### src/rtl/spi_pkg.sv
// Shared definitions for the SPI target slice.
// Contents:
//   spi_state_t       - frame sequencer states (ST_IDLE, ST_LOAD, ST_SHIFT)
//   SPI_DATA_DEFAULT  - default SPI word / FIFO width
//   SPI_FILL_DEFAULT  - default byte sent when the read FIFO is empty
//   SPI_CPOL/SPI_CPHA - SPI mode this block implements (mode 0)
package spi_pkg;

    typedef enum logic [1:0] {
        ST_IDLE  = 2'd0,
        ST_LOAD  = 2'd1,
        ST_SHIFT = 2'd2
    } spi_state_t;

    localparam int         SPI_DATA_DEFAULT = 8;
    localparam logic [7:0] SPI_FILL_DEFAULT = 8'h00;

    localparam bit SPI_CPOL = 1'b0;
    localparam bit SPI_CPHA = 1'b0;

endpackage

### src/rtl/spi_target_if.sv
// Bus bundle between an SPI target and its surroundings: the serial pins
// plus the write-FIFO and FWFT read-FIFO handshakes.
// Signals:
//   scsn, sclk, mosi - serial inputs from the initiator
//   miso             - serial output to the initiator
//   wdata, wr, full  - write FIFO data, push strobe, full flag
//   rdata, rd, empty - read FIFO head, pop strobe, empty flag
// Modports: slave (the target's view), master (pins/FIFO side view).
interface spi_target_if
    import spi_pkg::*;
#(
    parameter int DATA = SPI_DATA_DEFAULT
) ();

    logic            scsn;
    logic            sclk;
    logic            mosi;
    logic            miso;
    logic [DATA-1:0] wdata;
    logic            wr;
    logic            full;
    logic [DATA-1:0] rdata;
    logic            rd;
    logic            empty;

    modport slave (
        input  scsn, sclk, mosi, full, rdata, empty,
        output miso, wdata, wr, rd
    );

    modport master (
        output scsn, sclk, mosi, full, rdata, empty,
        input  miso, wdata, wr, rd
    );

endinterface

### src/rtl/spi_sync.sv
// Multi-flop synchronizer for one asynchronous input, with optional edge
// detection from one extra delay flop behind the synchronized level.
// Ports:
//   clk, rst - system clock, synchronous active-high reset
//   d        - asynchronous input
//   level    - synchronized level (STAGES clk cycles of latency)
//   rise     - one-cycle pulse when level goes 0 -> 1 (0 if EDGES=0)
//   fall     - one-cycle pulse when level goes 1 -> 0 (0 if EDGES=0)
module spi_sync #(
    parameter int STAGES = 2,
    parameter bit EDGES  = 1'b1
) (
    input  logic clk,
    input  logic rst,
    input  logic d,
    output logic level,
    output logic rise,
    output logic fall
);

    localparam int DEPTH = (STAGES < 2) ? 2 : STAGES;

    logic [DEPTH-1:0] chain;

    // Clear to 0 on reset: a chip select that is already low when reset
    // releases then never produces a falling edge, so a frame in flight is
    // ignored until the next real select.
    always_ff @(posedge clk) begin
        if (rst) begin
            chain <= '0;
        end else begin
            chain <= {chain[DEPTH-2:0], d};
        end
    end

    assign level = chain[DEPTH-1];

    generate
        if (EDGES) begin : g_edges
            logic delay_q;

            // One more flop behind the synchronized level gives the edge pulses.
            always_ff @(posedge clk) begin
                if (rst) begin
                    delay_q <= 1'b0;
                end else begin
                    delay_q <= level;
                end
            end

            assign rise = level & ~delay_q;
            assign fall = ~level & delay_q;
        end else begin : g_level_only
            assign rise = 1'b0;
            assign fall = 1'b0;
        end
    endgenerate

endmodule

### src/rtl/spi_target.sv
// SPI mode-0 target: oversamples scsn/sclk/mosi in the clk domain, pushes
// received words (MSB first) into a write FIFO and streams words popped from
// a first-word-fall-through read FIFO onto miso.
// Optional feature macro: SPI_TARGET_ECHO_EN adds an 'echo' input; when it is
// high at chip-select the frame echoes the last received word instead of
// reading the FIFO.
// Ports:
//   clk, rst    - system clock, synchronous active-high reset
//   bus         - spi_target_if.slave (serial pins + FIFO handshakes)
//   echo        - (SPI_TARGET_ECHO_EN only) echo mode request
//   busy        - frame in progress
//   byte_count  - words completed in the current/last frame, saturating
//   ovf         - sticky: a received word was dropped because FIFO full
//   unf         - sticky: FILL was sent because read FIFO empty
module spi_target
    import spi_pkg::*;
#(
    parameter int              DATA        = SPI_DATA_DEFAULT,
    parameter int              SYNC_STAGES = 2,
    parameter logic [DATA-1:0] FILL        = DATA'(SPI_FILL_DEFAULT)
) (
    input  logic              clk,
    input  logic              rst,
    spi_target_if.slave       bus,
`ifdef SPI_TARGET_ECHO_EN
    input  logic              echo,
`endif
    output logic              busy,
    output logic [15:0]       byte_count,
    output logic              ovf,
    output logic              unf
);

    localparam int CW = (DATA > 2) ? $clog2(DATA) : 1;

    spi_state_t      state;
    logic [CW-1:0]   bit_cnt;
    logic [DATA-1:0] tx_shift;
    logic [DATA-2:0] rx_shift;
    logic [DATA-1:0] rx_next;
    logic [DATA-1:0] load_byte;
    logic            load_pop;
    logic            load_unf;

    logic sclk_rise, sclk_fall, cs_start, cs_end, mosi_s;
    logic sclk_level_unused, scsn_level_unused;
    logic mosi_rise_unused, mosi_fall_unused;

`ifdef SPI_TARGET_ECHO_EN
    logic echo_q;
    logic have_rx;
`endif

    spi_sync #(.STAGES(SYNC_STAGES), .EDGES(1'b1)) u_sync_sclk (
        .clk(clk), .rst(rst), .d(bus.sclk),
        .level(sclk_level_unused), .rise(sclk_rise), .fall(sclk_fall)
    );

    spi_sync #(.STAGES(SYNC_STAGES), .EDGES(1'b1)) u_sync_scsn (
        .clk(clk), .rst(rst), .d(bus.scsn),
        .level(scsn_level_unused), .rise(cs_end), .fall(cs_start)
    );

    spi_sync #(.STAGES(SYNC_STAGES), .EDGES(1'b0)) u_sync_mosi (
        .clk(clk), .rst(rst), .d(bus.mosi),
        .level(mosi_s), .rise(mosi_rise_unused), .fall(mosi_fall_unused)
    );

    assign rx_next  = {rx_shift, mosi_s};
    assign bus.miso = (state == ST_SHIFT) && tx_shift[DATA-1];

    // Source of the next transmit word: the FIFO head when data is there,
    // otherwise FILL with the underflow flag. In echo mode the last word
    // received in this frame is sent back and the FIFO is left alone.
    always_comb begin
        load_byte = FILL;
        load_pop  = 1'b0;
        load_unf  = 1'b0;
`ifdef SPI_TARGET_ECHO_EN
        if (echo_q) begin
            load_byte = have_rx ? bus.wdata : FILL;
        end else
`endif
        if (!bus.empty) begin
            load_byte = bus.rdata;
            load_pop  = 1'b1;
        end else begin
            load_unf  = 1'b1;
        end
    end

    // Frame sequencer. Chip-select release wins over any sclk edge seen in
    // the same cycle, which drops a partial word and any word already
    // reloaded for transmit. Data is captured on synchronized sclk rises and
    // miso advances on synchronized falls; a fall at a word boundary fetches
    // the next transmit word instead of shifting.
    always_ff @(posedge clk) begin
        if (rst) begin
            state      <= ST_IDLE;
            bit_cnt    <= '0;
            tx_shift   <= '0;
            rx_shift   <= '0;
            bus.wdata  <= '0;
            bus.wr     <= 1'b0;
            bus.rd     <= 1'b0;
            busy       <= 1'b0;
            byte_count <= '0;
            ovf        <= 1'b0;
            unf        <= 1'b0;
`ifdef SPI_TARGET_ECHO_EN
            echo_q     <= 1'b0;
            have_rx    <= 1'b0;
`endif
        end else begin
            bus.wr <= 1'b0;
            bus.rd <= 1'b0;
            case (state)
                ST_IDLE: begin
                    busy <= 1'b0;
                    if (cs_start) begin
                        byte_count <= '0;
                        busy       <= 1'b1;
                        state      <= ST_LOAD;
`ifdef SPI_TARGET_ECHO_EN
                        echo_q     <= echo;
                        have_rx    <= 1'b0;
`endif
                    end
                end
                ST_LOAD: begin
                    if (cs_end) begin
                        busy  <= 1'b0;
                        state <= ST_IDLE;
                    end else begin
                        tx_shift <= load_byte;
                        bus.rd   <= load_pop;
                        if (load_unf) begin
                            unf <= 1'b1;
                        end
                        bit_cnt <= '0;
                        state   <= ST_SHIFT;
                    end
                end
                ST_SHIFT: begin
                    if (cs_end) begin
                        busy  <= 1'b0;
                        state <= ST_IDLE;
                    end else if (sclk_rise) begin
                        rx_shift <= rx_next[DATA-2:0];
                        if (bit_cnt == CW'(DATA - 1)) begin
                            bit_cnt   <= '0;
                            bus.wdata <= rx_next;
                            if (!bus.full) begin
                                bus.wr <= 1'b1;
                            end else begin
                                ovf <= 1'b1;
                            end
                            if (byte_count != 16'hFFFF) begin
                                byte_count <= byte_count + 16'd1;
                            end
`ifdef SPI_TARGET_ECHO_EN
                            have_rx <= 1'b1;
`endif
                        end else begin
                            bit_cnt <= bit_cnt + 1'b1;
                        end
                    end else if (sclk_fall) begin
                        if (bit_cnt == '0) begin
                            tx_shift <= load_byte;
                            bus.rd   <= load_pop;
                            if (load_unf) begin
                                unf <= 1'b1;
                            end
                        end else begin
                            tx_shift <= {tx_shift[DATA-2:0], 1'b0};
                        end
                    end
                end
                default: begin
                    busy  <= 1'b0;
                    state <= ST_IDLE;
                end
            endcase
        end
    end

endmodule

### src/flat_wrapper.sv
// flat-port wrapper written by rule: the top's interface ports become plain ports
module spi_target_flat import spi_pkg::*;
#(
    parameter int              DATA        = SPI_DATA_DEFAULT,
    parameter int              SYNC_STAGES = 2,
    parameter logic [DATA-1:0] FILL        = DATA'(SPI_FILL_DEFAULT)
)
  (clk, rst, busy, byte_count, ovf, unf, bus_scsn, bus_sclk, bus_mosi, bus_full, bus_rdata, bus_empty, bus_miso, bus_wdata, bus_wr, bus_rd);
  spi_target_if #(.DATA(DATA)) bus_i ();
  input  logic clk;
  input  logic rst;
  output logic busy;
  output logic [15:0] byte_count;
  output logic ovf;
  output logic unf;
  input wire logic [$bits(bus_i.scsn)-1:0] bus_scsn;
  input wire logic [$bits(bus_i.sclk)-1:0] bus_sclk;
  input wire logic [$bits(bus_i.mosi)-1:0] bus_mosi;
  input wire logic [$bits(bus_i.full)-1:0] bus_full;
  input wire logic [$bits(bus_i.rdata)-1:0] bus_rdata;
  input wire logic [$bits(bus_i.empty)-1:0] bus_empty;
  output wire logic [$bits(bus_i.miso)-1:0] bus_miso;
  output wire logic [$bits(bus_i.wdata)-1:0] bus_wdata;
  output wire logic [$bits(bus_i.wr)-1:0] bus_wr;
  output wire logic [$bits(bus_i.rd)-1:0] bus_rd;
  assign bus_i.scsn = bus_scsn;
  assign bus_i.sclk = bus_sclk;
  assign bus_i.mosi = bus_mosi;
  assign bus_i.full = bus_full;
  assign bus_i.rdata = bus_rdata;
  assign bus_i.empty = bus_empty;
  assign bus_miso = bus_i.miso;
  assign bus_wdata = bus_i.wdata;
  assign bus_wr = bus_i.wr;
  assign bus_rd = bus_i.rd;
  spi_target #(.DATA(DATA), .SYNC_STAGES(SYNC_STAGES), .FILL(FILL)) u_core (.clk(clk), .rst(rst), .bus(bus_i), .busy(busy), .byte_count(byte_count), .ovf(ovf), .unf(unf));
endmodule
### config.mk
export PLATFORM = sky130hd
export DESIGN_NAME = spi_target_flat
export DESIGN_NICKNAME = d
export VERILOG_FILES = /design/src/rtl/spi_pkg.sv /design/src/rtl/spi_target_if.sv /design/src/rtl/spi_sync.sv /design/src/rtl/spi_target.sv /design/src/flat_wrapper.sv
export SDC_FILE = /design/constraint.sdc
export NUM_CORES = 1
export LEC_CHECK = 0
export ABC_AREA = 1
export ABC_CLOCK_PERIOD_IN_PS = 3700
export CAP_MARGIN = 20
export CORE_ASPECT_RATIO = 0.7
export CORE_MARGIN = 2
export CORE_UTILIZATION = 38
export DETAILED_ROUTE_END_ITERATION = 6
export PLACE_DENSITY = 0.72
export REMOVE_ABC_BUFFERS = 1
export SKIP_LAST_GASP = 1
export SLEW_MARGIN = 20
export SYNTH_ARGS = -nofsm -noshare
export SYNTH_HDL_FRONTEND = slang
export SYNTH_SLANG_ARGS = --single-unit
### constraint.sdc
create_clock -name clk -period 3.7 [get_ports clk]
set_input_delay 0.74 -clock clk [delete_from_list [all_inputs] [get_ports clk]]
set_output_delay 0.74 -clock clk [all_outputs]
set_load 0.01 [all_outputs]
==> results by group <==
Outcome
  – Status: finished, final reports clean

Global route
  – Initial antenna violation count: 0
  – Global route overflow: 0
  – GRT Util Overall: 17.3%
  – Vias in the first global route: roughly 2,300
  – First-pass GRT wire length: approximately 11,000 µm
  – Pin count of the biggest net entering global routing: 27

Layout
  – Area of the multi-input gates: around 1300 µm²
  – Number of fill cells: 699
  – Register area: roughly 1100 µm²
  – Layout cells sized above 1: around 8.2%
  – Net count, final: 456
  – N_diodes: 0
  – Area Growth Syn to Fin: 26.1%

Floorplanning
  – Ports: 45
  – Initial core utilization: between 30% and 40%
  – Horiz. Die Dim: approximately 100 µm
  – Die Y: roughly 74 µm
  – Core Area: roughly 6800 µm²
  – Die Footprint: between 7000 and 8000 µm²
  – FP Rows: 25

Route
  – Via/cell ratio: approximately 5
  – Drt pass-1 iters: 5
  – DRC violations left: 0
  – Initial DRC Count: 162
  – Wirelength per Cell: approximately 12 µm
  – Drt total wl: between 6000 and 7000 µm
  – Via count: ~2,600
  – Post-route ant nets: 0

Worst setup path
  – Reg2reg end: u_core.byte_count[15]$_SDFFE_PP0P_
  – WS Path Type: reg -> out
  – Crit path DAT: 1830 ps
  – CP max stage delay: roughly 530 ps
  – Worst R2R Path Depth: 12
  – Critical Path Most Common Cell: inv_1
  – Reg2Reg Setup Slack: 1680 ps
  – CP endpoint: bus_miso
  – Nature of the critical path endpoint: output pin
  – WP data required: approximately 3000 ps
  – Reg2reg start: u_core.state[0]$_SDFFE_PP0P_
  – Crit path from: u_core.state[0]$_SDFFE_PP0P_
  – Critical path peak fanout: 10
  – Crit-path cells: inv_1, ha_1, nand2_1, inv_1, clkdlybuf4s50_1
  – Slowest cell on the critical path: clkdlybuf4s50_1
  – Startpoint types: flip-flop

Timing
  – Final-report max-slew violation count: 0
  – Clock Skew: around 9.6 ps
  – Hold slack: 401 ps
  – Post-route setup TNS: 0 ps
  – Worst slew margin: between 70% and 80%
  – Fin. Hold Viols: 0
  – # setup viols final: 0
  – Min Tclk post-route: roughly 2600 ps
  – RSZ-0062 raised after global routing: no
  – F_max: around 390 MHz
  – Crit share post-route: 69.6%
  – Actual slew at the worst max-slew pin: ~440 ps

Power
  – P_sw: between 0.4 and 0.5 mW
  – Peak supply drop: around 190 µV
  – Clk pwr share: a little over a third
  – Switching share of total power: a little under a third
  – P_leak: approximately 1.4 nW
  – Reg power frac: 46.8%
  – Pwr/cell area: around 420 nW/µm²
  – Power Internal: 0.991 mW
  – Comb power frac: ~18%

CTS
  – # clock sinks: between 50 and 60
  – CTS tree: built
  – Clk_lat worst skew: between 300 and 400 ps
  – Postcts setup bufs: 0
  – Clock slew at reported path FFs: about 60 ps
  – H-tree depth: 3
  – CTS Buf Count: 9
  – CTS resizes: 0
  – Maximum buffer depth of the clock tree: 2
  – Root Buffer: clkbuf_8
  – Post-CTS Hold Buffers: 0

Synth
  – Synth warn: 0
  – Cells after synthesis: between 300 and 400
  – EDFF count, synth: 0
  – Top cells by area, synth: dfxtp_1, nand2_1, nor2_1
  – #FFs+latches synth: 57
  – Register area share after synthesis: between 40% and 50%
  – Avg Inst Size Synth: 6.98 µm²
  – Top_reg_cell synth: dfxtp_1
  – Mapped cell area: between 2000 and 3000 µm²
  – Synth area leader: dfxtp_1
  – Post-synth ARST share: 0%
  – Most common cell in the netlist: nand2_1
  – Most frequent cells after synthesis: nand2_1, nor2_1, dfxtp_1
  – Yosys cell types: 28
  – Post-synth top area share: approximately 42%

Min path
  – Hold Path Class: reg -> reg

Placed design
  – Post-DP HPWL: roughly 4600 µm
  – Routability Congestion: about 0.86
  – Number of port buffers: between 40 and 50

Job
  – Number of max-cap violations: 0
==> how the worst min path moves through the flow <==
stage / from / end / cells past startpoint
2_1_floorplan: u_core.u_sync_mosi.chain[0]$_SDFF_PP0_ / u_core.u_sync_mosi.chain[1]$_SDFF_PP0_ / 2
3_3_place_gp: u_core.u_sync_scsn.chain[0]$_SDFF_PP0_ / u_core.u_sync_scsn.chain[1]$_SDFF_PP0_ / 2
3_5_place_dp: u_core.u_sync_scsn.chain[0]$_SDFF_PP0_ / u_core.u_sync_scsn.chain[1]$_SDFF_PP0_ / 2
4_1_cts: u_core.u_sync_scsn.chain[0]$_SDFF_PP0_ / u_core.u_sync_scsn.chain[1]$_SDFF_PP0_ / 2
5_1_grt: u_core.u_sync_mosi.chain[0]$_SDFF_PP0_ / u_core.u_sync_mosi.chain[1]$_SDFF_PP0_ / 2
6_report: u_core.u_sync_scsn.chain[0]$_SDFF_PP0_ / u_core.u_sync_scsn.chain[1]$_SDFF_PP0_ / 2
==> through the flow <==
stage	power [mW]	std cells	utilization [%]	cell area (µm²)	setup WS [ps]
global placement	0.926	517	47.4	3210	1490
finish	1.43	533	49.9	3390	1130
CTS	1.44	533	49.9	3390	1080
detailed placement	0.929	517	47.4	3210	1460
floorplan	0.852	377	-	2640	2000
global route	1.51	533	49.9	3390	1040
==> kinds of logic after synthesis <==
| group | after synthesis | synth area share [%] |
|---|---|---|
| adder cells (fa/ha/maj) | 7 | 3.26 |
| buffers and inverters | 53 | 8.06 |
| AND/OR/NAND/NOR | 198 | 32.7 |
| AO/OA/AOI/OAI | 70 | 13.6 |
| flip-flops | 57 | 42.5 |
==> critical path: cells and delay by family (launching register included) <==
family	cells	cell delay [ps]
and+or+nand+nor	1	120
buffers and inverters	3	680
adders and majority gates	1	380
DFF	1	320
==> cell usage in the layout (no fill, tap or decap), drive strengths merged, types with 5 or more instances in the layout <==
cell / count
clkbuf: 11
a21oi: 40
ha: 7
nand2: 96
o21ai: 27
nor3: 5
nand3: 22
clkdlybuf4s50: 44
inv: 45
dfxtp: 57
nor2: 67
==> cell type report <==
type                    count  share of cell area, %
multi-input cells         275                   39.2
flip-flops and latches     57                   33.7
repair buffers             46                   13.4
inverters                  45                   5.06
clock buffers              11                   4.17
well taps                  94                   3.47
clock inverters             5                  0.924
==> power groups by stage <==
stage / logic [mW] / registers [mW] / clock network [mW]
2_1_floorplan: 0.173 / 0.679 / 0
3_3_place_gp: 0.245 / 0.681 / 0
3_5_place_dp: 0.247 / 0.682 / 0
4_1_cts: 0.249 / 0.669 / 0.521
5_1_grt: 0.285 / 0.674 / 0.549
6_report: 0.251 / 0.670 / 0.510
==> state kept, by name (all words and copies together), names as in the netlist, 3 cells and up <==
register / cells
u_core.tx_shift: 8
u_core.bit_cnt: 3
u_core.rx_shift: 7
u_core.byte_count: 16
u_core.bus.wdata: 8
==> metal layers <==
layer	GRT usage (%)	vias up	wire length [µm]
li1	-	1336	-
met5	0	-	0
met1	23.2	1142	3100
met3	5.70	9	511
met4	6.76	0	82
met2	25.9	102	2670
(Power assumes the default switching activity.)
